===== config.mk =====
export PLATFORM = sky130hd
export DESIGN_NAME = bias_loader
export DESIGN_NICKNAME = d
export VERILOG_FILES = /design/src/rtl/bias_loader.sv
export SDC_FILE = /design/constraint.sdc
export NUM_CORES = 1
export LEC_CHECK = 0
export ABC_CLOCK_PERIOD_IN_PS = 2600
export BUFFER_PORTS_ARGS = -buffer_cell sky130_fd_sc_hd__buf_4
export CAP_MARGIN = 20
export CORE_MARGIN = 1
export CORE_UTILIZATION = 49
export DETAILED_ROUTE_END_ITERATION = 10
export PLACE_DENSITY = 0.91
export SYNTH_ARGS = -nofsm -noshare
export SYNTH_HDL_FRONTEND = slang
export SYNTH_SLANG_ARGS = --single-unit

===== constraint.sdc =====
create_clock -name i_clk -period 2.6 [get_ports i_clk]
set_input_delay 0.13 -clock i_clk [delete_from_list [all_inputs] [get_ports i_clk]]
set_output_delay 0.13 -clock i_clk [all_outputs]
set_load 0.01 [all_outputs]

===== src/rtl/bias_loader.sv =====
// Bias register load sequencer: turns a valid/ready stream of signed bias words
// into one-hot single-lane writes, optionally zero-filling the lanes above the count.
module bias_loader #(
  parameter int ARRAY_N   = 16,
  parameter int OUT_WIDTH = 32
) (
  input  logic                         i_clk,
  input  logic                         i_reset,
  input  logic                         i_start,
  input  logic [$clog2(ARRAY_N):0]     i_lane_count,
  input  logic                         i_zero_fill,
  input  logic                         i_bias_valid,
  input  logic [OUT_WIDTH-1:0]         i_bias_data,
  output logic                         o_bias_ready,
  output logic [$clog2(ARRAY_N):0]     o_w_index,
  output logic [OUT_WIDTH-1:0]         o_w_data,
  output logic [ARRAY_N-1:0]           o_w_en,
  output logic                         o_busy,
  output logic                         o_done
);

  localparam int IW = $clog2(ARRAY_N) + 1;
  localparam logic [IW-1:0]      LANES   = IW'(ARRAY_N);
  localparam logic [IW-1:0]      LAST    = IW'(ARRAY_N - 1);
  localparam logic [ARRAY_N-1:0] ONE_HOT = ARRAY_N'(1);

  typedef enum logic [1:0] {IDLE, LOAD, FILL, DONE} state_t;

  state_t                 r_state;
  logic [IW-1:0]          r_cnt;
  logic [IW-1:0]          r_idx;
  logic                   r_zf;
  logic [IW-1:0]          r_w_index;
  logic signed [OUT_WIDTH-1:0] r_w_data;
  logic [ARRAY_N-1:0]     r_w_en;
  logic                   r_done;
  logic                   w_xfer;
  logic [ARRAY_N-1:0]     w_lane_en;

  // Ready depends on state alone, so no valid-to-ready combinational path.
  assign o_bias_ready = (r_state == LOAD);
  assign w_xfer       = o_bias_ready && i_bias_valid;
  assign w_lane_en    = ONE_HOT << r_idx[IW-2:0];

  always_ff @(posedge i_clk) begin
    if (i_reset) begin
      r_state   <= IDLE;
      r_cnt     <= '0;
      r_idx     <= '0;
      r_zf      <= 1'b0;
      r_w_index <= '0;
      r_w_data  <= '0;
      r_w_en    <= '0;
      r_done    <= 1'b0;
    end else begin
      case (r_state)
        IDLE: begin
          r_w_en <= '0;
          r_done <= 1'b0;
          if (i_start) begin
            // A count of zero or beyond the array width means a full load.
            r_cnt   <= (i_lane_count == '0 || i_lane_count > LANES) ? LANES : i_lane_count;
            r_zf    <= i_zero_fill;
            r_idx   <= '0;
            r_state <= LOAD;
          end
        end
        LOAD: begin
          if (w_xfer) begin
            r_w_en    <= w_lane_en;
            r_w_index <= r_idx;
            r_w_data  <= i_bias_data;
            r_idx     <= r_idx + IW'(1);
            if (r_idx == r_cnt - IW'(1)) begin
              if (r_zf && r_cnt < LANES) begin
                r_state <= FILL;
              end else begin
                r_state <= DONE;
                r_done  <= 1'b1;
              end
            end
          end else begin
            r_w_en <= '0;
          end
        end
        FILL: begin
          r_w_en    <= w_lane_en;
          r_w_index <= r_idx;
          r_w_data  <= '0;
          r_idx     <= r_idx + IW'(1);
          if (r_idx == LAST) begin
            r_state <= DONE;
            r_done  <= 1'b1;
          end
        end
        DONE: begin
          r_w_en  <= '0;
          r_done  <= 1'b0;
          r_state <= IDLE;
        end
        default: r_state <= IDLE;
      endcase
    end
  end

  assign o_w_index = r_w_index;
  assign o_w_data  = r_w_data;
  assign o_w_en    = r_w_en;
  assign o_done    = r_done;
  assign o_busy    = (r_state != IDLE);

endmodule

==> flow_summary.ini <==
[pwr]
p_leak_nw = 1.682
cellPowerDensity_nw_per_um2 = 977.6
vdd_drop_max_uv = 450.7
internal_power_mw = 2.458
switching_share_pct = 34.46
power.switching_mw = 1.292
p_clk_share_pct = 26.6
pwr-share-seq_pct = 35.4
p_comb_share_pct = 38.0

[floorplan]
row_count = 27
coreArea_sq_um = 5507
die_w_microns = 77.73
die_area_sq_um = 6042
num_io_pins = 98
start_util_pct = 51.03
die_y_microns = 77.73

[drt]
drtPass1Iterations = 4
route.detailed.drc = 0
drtIter0Drc = 129
antenna_left = 0
wl_per_cell_microns = 13.46
vias_per_cell = 5.067
wirelength_mm = 6.593
vias = 2483

[placement]
place_congestion = 0.8469
post-place-ws_ns = 0.5613
io_buffer_count = 97
dpl_cell_area_sq_um = 3598
post-dp-hpwl_mm = 4.636

[critical_path]
worstPathCellList = inv_1 -> ha_1 -> mux2i_4 -> buf_12 -> nor3b_1 -> a21oi_1 -> nor2_1
slowest_stage = mux2i_4
endpoint_kind = register
critPathKind = register to register
cp-start-kind = register
worstPathRequired_ns = 2.81
cp_max_fo = 32
cp_slowest_stage_delay_ns = 0.59
critPathArrivalTime_ns = 2.26

[logic_synthesis]
yosys.area_share.simple_pct = 27.60
synth_area_sq_um = 2810
synth_cell_types = 32
synth_top_family_by_area = simple AND/OR/NAND/NOR gates
yosysTopAreaCell = dfxtp_1
synthFlopType = dfxtp_1
synth-edff-count = 0
synth_fa_ha_area_share_pct = 6.233
synth_common_cells = 67 x dfxtp_1, 60 x nor2_1, 48 x a21oi_1, 36 x nor3b_1, 17 x nand2_1
syn_area_per_cell_sq_um = 8.700
synthMostInstantiatedCell = dfxtp_1
synthArstFlopShare_pct = 0
yosysTopAreaCellShare_pct = 47.73
synthMuxAreaShare_pct = 2.360
synth-xor-area-share_pct = 1.870
synth_cells = 323
synth_compound_area_share_pct = 9.662
yosys_warnings = 0
yosysSeqAreaShare_pct = 47.73
ys_ff_latch = 67
syn_nets = 379
netlist_top_cells_area = dfxtp_1 48%, nor3b_1 9.6%, a21oi_1 8.5%

[layout]
final_cell_area_sq_um = 3836
fin_util_pct = 69.67
fillers = 431
nets = 469
n_antenna_cell = 0
drive_gt1_share_pct = 28.95
synthToLayoutAreaGrowth_pct = 36.51
regArea_sq_um = 1341
multi_input_area_sq_um = 1354

[run_status]
status = completed

[cts]
cts_resized = 0
clk_pin_slew_worst_paths_ns = 0.07
postCtsSetupBuffers = 0
cts_buffers = 9
cts_tree = built
ctsHoldBuffers = 0
clk_path_buf_depth = 2
clkSinkCount = 67
cts_root_buf = clkbuf_8
clk_latency_ns = 0.35
htreeDepth = 3

[grt]
grt_first_pass_wirelength_mm = 10.44
grt_usage_pct = 22.35
antenna_found_initial = 0
grt_max_degree = 56
grt_overflow = 0
grt_pass1_vias = 2394

[timing]
max_slew_margin_pct = 60.83
worstMarginPinSlew_ns = 0.5753
min_period_ns = 2.049
grt_setup_unrepaired = no
fin_skew_ns = 0.01165
finalCritPeriodShare_pct = 78.81
hold_viol_final = 0
drv_slew = 0
fin_tns_setup_ns = 0
timing.final.ws_setup_ns = 0.5509
fmax_mhz = 488.0
setup_viol = 0

[min_path]
hold_class = primary input to register

[flow_run]
max_cap_viol_count = 0
[critical path, delay by kind of cell (launching register included)]
| family | cells | cell delay, ns |
|---|---|---|
| buf+inv | 2 | 0.37 |
| compound gates | 1 | 0.15 |
| flops | 1 | 0.35 |
| simple gates | 2 | 0.13 |
| fa+ha+maj | 1 | 0.32 |
| mux | 1 | 0.59 |
[sequential cells by signal (all words and copies together) (netlist names)]
signal,flops
o_w_index,5
r_cnt,5
o_w_en,16
r_state,2
r_zf,1
o_w_data,32
r_idx,5
o_done,1
[routing by layer]
metal / vias up / global-route usage [%] / wire length [microns]
met5: - / 0 / 0
met4: 0 / 11.89 / 135
met3: 12 / 6.118 / 401
met2: 79 / 39.73 / 3314
met1: 1127 / 23.94 / 2742
li1: 1265 / - / -
[cell type report]
type | instances | area share, %
inverters | 10 | 0.9785
well taps | 72 | 2.348
repair buffers | 100 | 20.22
clock buffers | 13 | 4.403
clock inverters | 3 | 1.794
flip-flops and latches | 67 | 34.96
multi-input cells | 225 | 35.29
[cell usage in the layout, fill, tap and decap left out, types with 3 or more instances in the layout]
master / synthesis / final
clkbuf_8: 0 / 12
nand2b_1: 6 / 6
mux2i_1: 4 / 3
nor3b_1: 36 / 36
and3_1: 4 / 4
nor2b_1: 3 / 3
a21oi_1: 48 / 48
or3_1: 3 / 3
ha_1: 14 / 14
dfxtp_1: 67 / 67
xor2_1: 4 / 4
inv_1: 9 / 9
nor2_1: 60 / 60
nand3_1: 5 / 5
buf_4: 0 / 98
nor3_1: 5 / 5
nand2_1: 17 / 17
[cell families after synthesis]
logic type,count (synthesis)
AO/OA/AOI/OAI,52
multiplexers,6
adder cells (fa/ha/maj),14
buffers and inverters,31
AND/OR/NAND/NOR,147
flip-flops,67
XOR/XNOR,6
[through the flow]
| stage | total power [mW] | std cells | hold slack (ns) |
|---|---|---|---|
| floorplan | 2.221 | 323 | 0.2775 |
| global placement | 2.687 | 474 | 0.3946 |
| detailed placement | 2.756 | 474 | 0.4202 |
| CTS | 3.758 | 490 | 0.04923 |
| global route | 3.978 | 490 | 0.06563 |
| finish | 3.750 | 490 | 0.05501 |
[path summary, 6_finish.rpt]
path / cells past startpoint / to / start / slack, ns
setup reg to reg: 7 / o_w_data[14] / r_state[1] / 0.55
setup / recovery: 7 / o_w_data[14] / r_state[1] / 0.55
hold / removal: 3 / r_zf / i_zero_fill / 0.06
hold reg to reg: 2 / o_done / o_done / 0.48
[power by group through the flow]
| stage | Clock [mW] | Combinational [mW] | Sequential [mW] |
|---|---|---|---|
| global placement | 0 | 1.35 | 1.33 |
| floorplan | 0 | 0.830 | 1.39 |
| finish | 0.999 | 1.43 | 1.33 |
| global route | 1.06 | 1.57 | 1.34 |
| CTS | 1.01 | 1.42 | 1.32 |
| detailed placement | 0 | 1.41 | 1.35 |
(Power assumes the default switching activity.)
